## src/rtl/uart_tx_scheduler.sv

```systemverilog
// uart_tx_scheduler: round-robin sharing of one 8-N-1 UART transmitter among N_REQ byte sources,
// with a free-running baud divider and a frame-plus-guard hold-off between grants.
module uart_tx_scheduler #(
    parameter int N_REQ        = 4,
    parameter int CLKS_PER_BIT = 10416,
    parameter int STOP_GAP     = 1
) (
    input  logic                       clk,
    input  logic                       rst,
    input  logic [N_REQ-1:0]           req_valid_i,
    input  logic [8*N_REQ-1:0]         req_data_i,
    output logic [N_REQ-1:0]           req_ready_o,
    output logic [7:0]                 tx_data_o,
    output logic                       tx_trigger_o,
    output logic                       baud_tick_o,
    output logic                       busy_o,
    output logic [$clog2(N_REQ)-1:0]   grant_id_o
);
    localparam int IW = $clog2(N_REQ);
    localparam int CW = $clog2(CLKS_PER_BIT);
    localparam logic [4:0] LAST_TICK = 5'(11 + STOP_GAP);

    typedef enum logic [1:0] {IDLE, TRIG, FRAME} state_t;

    state_t          state_q, state_d;
    logic [CW-1:0]   baud_q;
    logic [4:0]      tick_q, tick_d;
    logic [IW-1:0]   ptr_q, ptr_d, gid_q, gid_d, win;
    logic [7:0]      data_q, data_d;

    assign baud_tick_o  = baud_q == CW'(CLKS_PER_BIT - 1);
    assign tx_trigger_o = state_q == TRIG;
    assign busy_o       = state_q != IDLE;
    assign tx_data_o    = data_q;
    assign grant_id_o   = gid_q;

    // Lowest valid index above ptr wins; otherwise wrap to the lowest valid at or below ptr.
    always_comb begin
        win = '0;
        for (int i = N_REQ - 1; i >= 0; i--)
            if (req_valid_i[i] && i <= int'(ptr_q)) win = IW'(i);
        for (int i = N_REQ - 1; i >= 0; i--)
            if (req_valid_i[i] && i > int'(ptr_q)) win = IW'(i);
    end

    always_comb begin
        req_ready_o = '0;
        if (state_q == IDLE && !rst && |req_valid_i) req_ready_o[win] = 1'b1;
    end

    always_comb begin
        state_d = state_q;
        ptr_d   = ptr_q;
        gid_d   = gid_q;
        data_d  = data_q;
        tick_d  = (state_q != IDLE && baud_tick_o) ? tick_q + 5'd1 : tick_q;
        unique case (state_q)
            IDLE: if (|req_valid_i) begin
                state_d = TRIG;
                tick_d  = '0;
                ptr_d   = win;
                gid_d   = win;
                data_d  = req_data_i[{win, 3'b000} +: 8];
            end
            TRIG:    state_d = (baud_tick_o && tick_q == 5'd1) ? FRAME : TRIG;
            FRAME:   state_d = (baud_tick_o && tick_q == LAST_TICK) ? IDLE : FRAME;
            default: state_d = IDLE;
        endcase
    end

    always_ff @(posedge clk) begin
        if (rst) begin
            baud_q  <= '0;
            state_q <= IDLE;
            tick_q  <= '0;
            ptr_q   <= IW'(N_REQ - 1);
            gid_q   <= '0;
            data_q  <= '0;
        end else begin
            baud_q  <= baud_tick_o ? '0 : baud_q + CW'(1);
            state_q <= state_d;
            tick_q  <= tick_d;
            ptr_q   <= ptr_d;
            gid_q   <= gid_d;
            data_q  <= data_d;
        end
    end
endmodule

```

## config.mk

```make
export PLATFORM = sky130hd
export DESIGN_NAME = uart_tx_scheduler
export DESIGN_NICKNAME = d
export VERILOG_FILES = /design/src/rtl/uart_tx_scheduler.sv
export SDC_FILE = /design/constraint.sdc
export NUM_CORES = 1
export LEC_CHECK = 0
export CORE_MARGIN = 2
export CORE_UTILIZATION = 51
export DETAILED_ROUTE_END_ITERATION = 10
export GPL_TIMING_DRIVEN = 0
export HOLD_SLACK_MARGIN = 0.03
export PLACE_DENSITY_LB_ADDON = 0.08
export SETUP_SLACK_MARGIN = 0.4
export SYNTH_ARGS = -nofsm -noshare
export SYNTH_HDL_FRONTEND = slang
export SYNTH_SLANG_ARGS = --single-unit
```

## constraint.sdc

```tcl
create_clock -name clk -period 4 [get_ports clk]
set_input_delay 0.6 -clock clk [delete_from_list [all_inputs] [get_ports clk]]
set_output_delay 0.6 -clock clk [all_outputs]
set_load 0.02 [all_outputs]
```

### After elaboration in Yosys (flattened, before gate mapping)

Index checks and enable logic that the tools add are counted.

| cells by class | value |
|---|---|
| bitwise logic cells | 0 |
| multipliers | 0 |
| order comparisons | 8 |
| shift-type cells | 1 |
| equality and inequality tests | 6 |
| muxes and demuxes | 17 |
| divide/modulo/power cells | 0 |
| reductions and logical operators | 18 |
| add/subtract/negate cells | 2 |

Operator list:

| cell | count |
|---|---|
| 32-bit by 6-bit indexed part select with 8-bit output | 1 |
| 2-bit two-way mux | 10 |
| 5-bit two-way mux | 3 |
| 14-bit by 1-bit adder with 14-bit output, second input constant | 1 |
| 14-bit equality test, second input constant | 1 |
| 1-bit logical AND | 12 |
| 2-bit case mux with 3 select lines | 1 |
| 5-bit by 1-bit adder with 5-bit output, second input constant | 1 |
| 5-bit by 1-bit equality test with 1-bit output, second input constant | 1 |
| 5-bit by 4-bit equality test with 1-bit output, second input constant | 1 |
| 2-bit > comparator, first input constant | 2 |
| 2-bit less-or-equal comparator, first input constant | 2 |
| 4-bit two-way mux | 1 |
| 4-bit OR reduction | 1 |
| 2-bit by 3-bit < comparator with 1-bit output, second input constant | 1 |
| 1-bit demux with 2-bit select | 1 |
| 2-bit by 1-bit equality test with 1-bit output, second input constant | 1 |
| 2-bit equality test, second input constant | 1 |
| 2-bit by 1-bit greater-or-equal comparator with 1-bit output, second input constant | 1 |
| 1-bit by 2-bit > comparator with 1-bit output, first input constant | 1 |
| 1-bit by 2-bit less-or-equal comparator with 1-bit output, first input constant | 1 |
| 2-bit zero test | 1 |
| 2-bit by 1-bit != test with 1-bit output, second input constant | 1 |
| 2-bit AND reduction | 1 |
| 4 further kinds | 4 |

| storage, ports and cells | value |
|---|---|
| bits in latches | 0 |
| memory bits (read-only) | 0 |
| flip-flop bits (word level) | 33 |
| memories kept | 0 |
| logic and storage cells | 58 |
| memory bits (writable) | 0 |

### Depth between registers and ports, before layout

| depth | value |
|---|---|
| word-level depth | 14 |
| gate-level depth with buffers | 7 |
| gate-level depth less buffers | 6 |

### Worst setup path after synthesis

No wires, ideal clock.

| path | value |
|---|---|
| path type | in2out |
| start point | in req_valid_i[3] |
| end point | out req_ready_o[0] |
| arrival | 1800 ps |
| required time | 3400 ps |
| buffers on the path | 1 |
| stages on the path | 5 |
| path slack | 1600 ps |
| cell sequence | buf_4 -> and2b_1 -> a21oi_1 -> o32ai_4 -> nor3b_1 |

| between the ends | value |
|---|---|
| word-level cells in the longest chain between the ends | 13 |
| elaborated cells on any way between the ends | 17 |
| classes of those cells | order compare: 2; mux: 10; reduce/logical: 5 |

Ends and longest elaborated chain:

| item | line | source |
|---|---|---|
| start: declaration | 10 | `input logic [N_REQ-1:0] req_valid_i,` |
| 1-bit logical AND | 41 | `if (req_valid_i[i] && i <= int'(ptr_q)) win = IW'(i);` |
| 2-bit two-way mux (4 in a row) | 41 |  |
| 2-bit two-way mux (3 in a row) | 43 | `if (req_valid_i[i] && i > int'(ptr_q)) win = IW'(i);` |
| 2-bit by 3-bit < comparator with 1-bit output (not written as such) / 2-bit by 1-bit greater-or-equal comparator with 1-bit output (equally long branches) | 48 | `if (state_q == IDLE && !rst && \|req_valid_i) req_ready_o[win] = 1'b1;` |
| 1-bit logical AND (not written as such) | 48 |  |
| 1-bit two-way mux (not written as such) | 48 |  |
| 1-bit demux with 2-bit select | 48 |  |
| 4-bit two-way mux * | 48 |  |
| end: declaration | 12 | `output logic [N_REQ-1:0] req_ready_o,` |

Every way passes the cells marked *; elsewhere a longest branch is shown, timed or not.

### Worst setup path in the final report

| path | value |
|---|---|
| start point | in req_valid_i[2] |
| end point | out req_ready_o[1] |

| between the ends | value |
|---|---|
| word-level cells in the longest chain between the ends | 12 |
| elaborated cells on any way between the ends | 16 |
| classes of those cells | order compare: 2; mux: 9; reduce/logical: 5 |

Ends and longest elaborated chain:

| item | line |
|---|---|
| 1-bit logical AND | 41 |
| 2-bit two-way mux (3 in a row) | 41 |
| 2-bit two-way mux (3 in a row) | 43 |
| 2-bit by 3-bit < comparator with 1-bit output (not written as such) / 2-bit by 1-bit greater-or-equal comparator with 1-bit output (equally long branches) | 48 |
| 1-bit logical AND (not written as such) | 48 |
| 1-bit two-way mux (not written as such) | 48 |
| 1-bit demux with 2-bit select | 48 |
| 4-bit two-way mux * | 48 |

Marked as above.

==> impl_metrics.tcl <==
set metrics [dict create \
    ys.warnings.count 0 \
    cts_tree "yes" \
    drive_above_1_share_pct 15.8 \
    ctsHtreeMaxLevel 2 \
    dp_slack_ns 0.728 \
    endpoint "req_ready_o[1]" \
    setup_tns_ns 0 \
    min_path_cells 2 \
    fillCellCount 323 \
    hold_viol_final 0 \
    wl_per_cell_um 13.6 \
    end_kind "output pin" \
    numCtsBuffers 5 \
    critical-path-slowest-cell "clkdlybuf4s50_1" \
    dp_hpwl_um 3230 \
    grt_pass1_vias 1754 \
    syn-instance-count 213 \
    fin_cells 321 \
    fin_nets 314 \
    fin_crit_ns 3.26 \
    rr_startpoint "baud_q[0]" \
    yosysUniqueCellTypes 48 \
    slowest_delay_ns 0.64 \
    hold_buffers 0 \
    outcome "finished, final reports clean" \
    postCtsSetupRepairBufs 0 \
    wl_um 4370 \
    ir_worst_vdd_mv 0.179 \
    dp_cells 313 \
    path_class "primary input to output pin" \
    crit_arrival_ns 2.66 \
    num_vias 1760 \
    fin_crit_sh_pct 81.4 \
    io_pins 55 \
    worstMarginPinSlew_ns 0.449 \
    critPathRequiredTime_ns 3.40 \
    fin_skew_ns 0.00512 \
    post-route-drc-count 0 \
    io_buffers 52 \
    start_util_pct 52.6 \
    die_y_um 65.2 \
    clock-sinks 33 \
    ctsResizeCount 0 \
    overflow 0 \
    die_w_um 65.2 \
    gp_congestion 0.816 \
    power.density_nw_per_um2 324 \
    setup_viol 0 \
    crit_chain "clkdlybuf4s50_1 > nor2b_2 > a21oi_2 > o221ai_4 > nand2_1 > nor3_1 > clkdlybuf4s50_1" \
    crit_top_cell "clkdlybuf4s50_1" \
    ant_nets 0 \
    clock_path_buffers 2 \
    ys_ff_latch 33 \
    synth_fp_nets 255 \
    synth_async_sr_flop_share_pct 0 \
    viasPerCell 5.48 \
    worstReg2RegEnd "state_q[0]" \
    root_buffer "clkbuf_8" \
    synth-edff-count 0 \
    setup.worst_path.start_class "primary input" \
    r2r_cells 6 \
    max_cap_viol_count 0 \
    rows 22 \
    die_area_um2 4250 \
    slew_headroom_pct 70.1 \
    postLayoutCoreUtil_pct 70.8 \
    syn_area_per_cell_um2 8.97 \
    max_freq_ghz 0.307 \
    ys.flop_type "dfxtp_1" \
    grt_pass1_wl_um 7630 \
    setup_slack_ns 0.743 \
    holdCritPathClass "register to register" \
    synth_top_area_share_pct 34.6 \
    slew_viol_final 0 \
    cp-startpoint "req_valid_i[2]" \
    seq_area_frac_synth_pct 34.6 \
    p_leak_nw 0.962 \
    clk_pin_slew_worst_paths_ns 0.06 \
    synthesis.area_um2 1910 \
    area_growth_pct 34.7 \
    rsz0062_at_grt "no" \
    diodes 0 \
    cp_max_fo 10 \
    antenna_found_initial 0 \
    rrSetupSlack_ns 2.26 \
    drt_iter0_drc 80 \
    yosys.area.top_type "dfxtp_1" \
    grt_usage_pct 22.9 \
    core_um2 3630 \
    dr.pass1.iters 4 \
    synth_area_leaders "dfxtp_1 35%, a221oi_2 6.3%, nor2_1 5.3%" \
    clock_latency_ns 0.29 \
    grt_max_degree 11 \
]
[state kept, by name, summed over array words and instances, names as in the netlist]
signal,cells
baud_q,14
grant_id_o,2
ptr_q,2
state_q,2
tick_q,5
tx_data_o,8
[worst min-delay path by stage]
| stage | to | start | slack, ns |
|---|---|---|---|
| 3_3_place_gp | baud_q[0] | baud_q[0] | 0.44 |
| 3_5_place_dp | grant_id_o[1] | grant_id_o[1] | 0.45 |
| 5_1_grt | grant_id_o[1] | grant_id_o[1] | 0.49 |
| 6_report | grant_id_o[1] | grant_id_o[1] | 0.46 |
| 4_1_cts | grant_id_o[1] | grant_id_o[1] | 0.46 |
| 2_1_floorplan | baud_q[0] | baud_q[0] | 0.43 |
[critical path: cells and delay by family]
family	cells	cell delay [ns]
compound gates	2	0.38
buf+inv	2	1.21
simple gates	3	0.46
[layout make-up]
cell class | instances | area, µm² | area share (%)
Multi-Input combinational cell | 163 | 1160 | 45.0
Sequential cell | 33 | 661 | 25.7
Timing Repair Buffer | 52 | 520 | 20.2
Clock buffer | 6 | 72.6 | 2.82
Buffer | 10 | 66.3 | 2.58
Tap cell | 48 | 60.1 | 2.33
Inverter | 7 | 26.3 | 1.02
Clock inverter | 2 | 10.0 | 0.389
[cells in the mapped netlist (2+ instances only)]
master    count
a311oi_1      8
and4_4        2
inv_1         5
nor3_2        2
o21ai_0       5
buf_4         4
nand2b_1      6
o21bai_1      3
xnor2_1       6
nor3b_1       3
clkbuf_1      2
nor3_1        2
nand3_1      13
inv_2         2
buf_2         2
and3_1        2
nor2_1       27
xor2_1        7
dfxtp_1      33
nand2_1      23
or3_1         3
nor2b_1       3
ha_1          4
nor2_2        2
nand4_4       2
a221oi_2      8
a21oi_1      11
nor3b_2       2
nand4_1       2
[per-layer routing]
layer / wire length, µm / track usage (%) / part of all wire, % / vias up
li1: - / - / - / 883
met1: 2020 / 28.1 / 46 / 820
met2: 2030 / 38.0 / 46 / 46
met3: 224 / 6.34 / 5.1 / 11
met4: 97 / 9.11 / 2.2 / 0
met5: 0 / 0 / 0 / -
[power breakdown]
group,internal [mW],switching [mW]
sequential,0.348,0.0135
clock,0.121,0.125
combinational,0.113,0.115
total,0.581,0.253
[placed cells by master, fill, tap and decap left out, types with 3 or more instances in the layout]
master	n
nand2b_1	6
nor3b_1	3
a311oi_1	8
ha_1	4
a221oi_2	8
o21ai_0	5
nand3_1	13
buf_4	4
nand2_1	23
xnor2_1	6
clkdlybuf4s50_1	52
o21bai_1	3
clkbuf_8	5
nor2_1	27
nor2b_1	3
a21oi_1	11
clkbuf_1	3
inv_1	5
xor2_1	7
or3_1	3
dfxtp_1	33
[cell families (layout without fill, tap and decap cells)]
family                     count (synthesis)  in the layout  synth area share (%)
and+or+nand+nor                          101            101                  30.4
AOI/OAI and AO/OA                         44             44                  21.1
DFF                                       33             33                  34.6
buffers and inverters                     17             77                  4.85
xor gates and xnor gates                  13             13                  5.96
adders and majority gates                  4              4                  2.62
muxes                                      1              1                 0.524
[metrics by stage]
step	hold WS (ns)	power, mW	area (µm²)
finish	0.459	0.834	2570
global route	0.488	0.879	2570
CTS	0.463	0.840	2570
detailed placement	0.454	0.596	2490
global placement	0.443	0.596	2490
floorplan	0.430	0.500	1910
No activity file was read; power rests on OpenSTA's default activity.
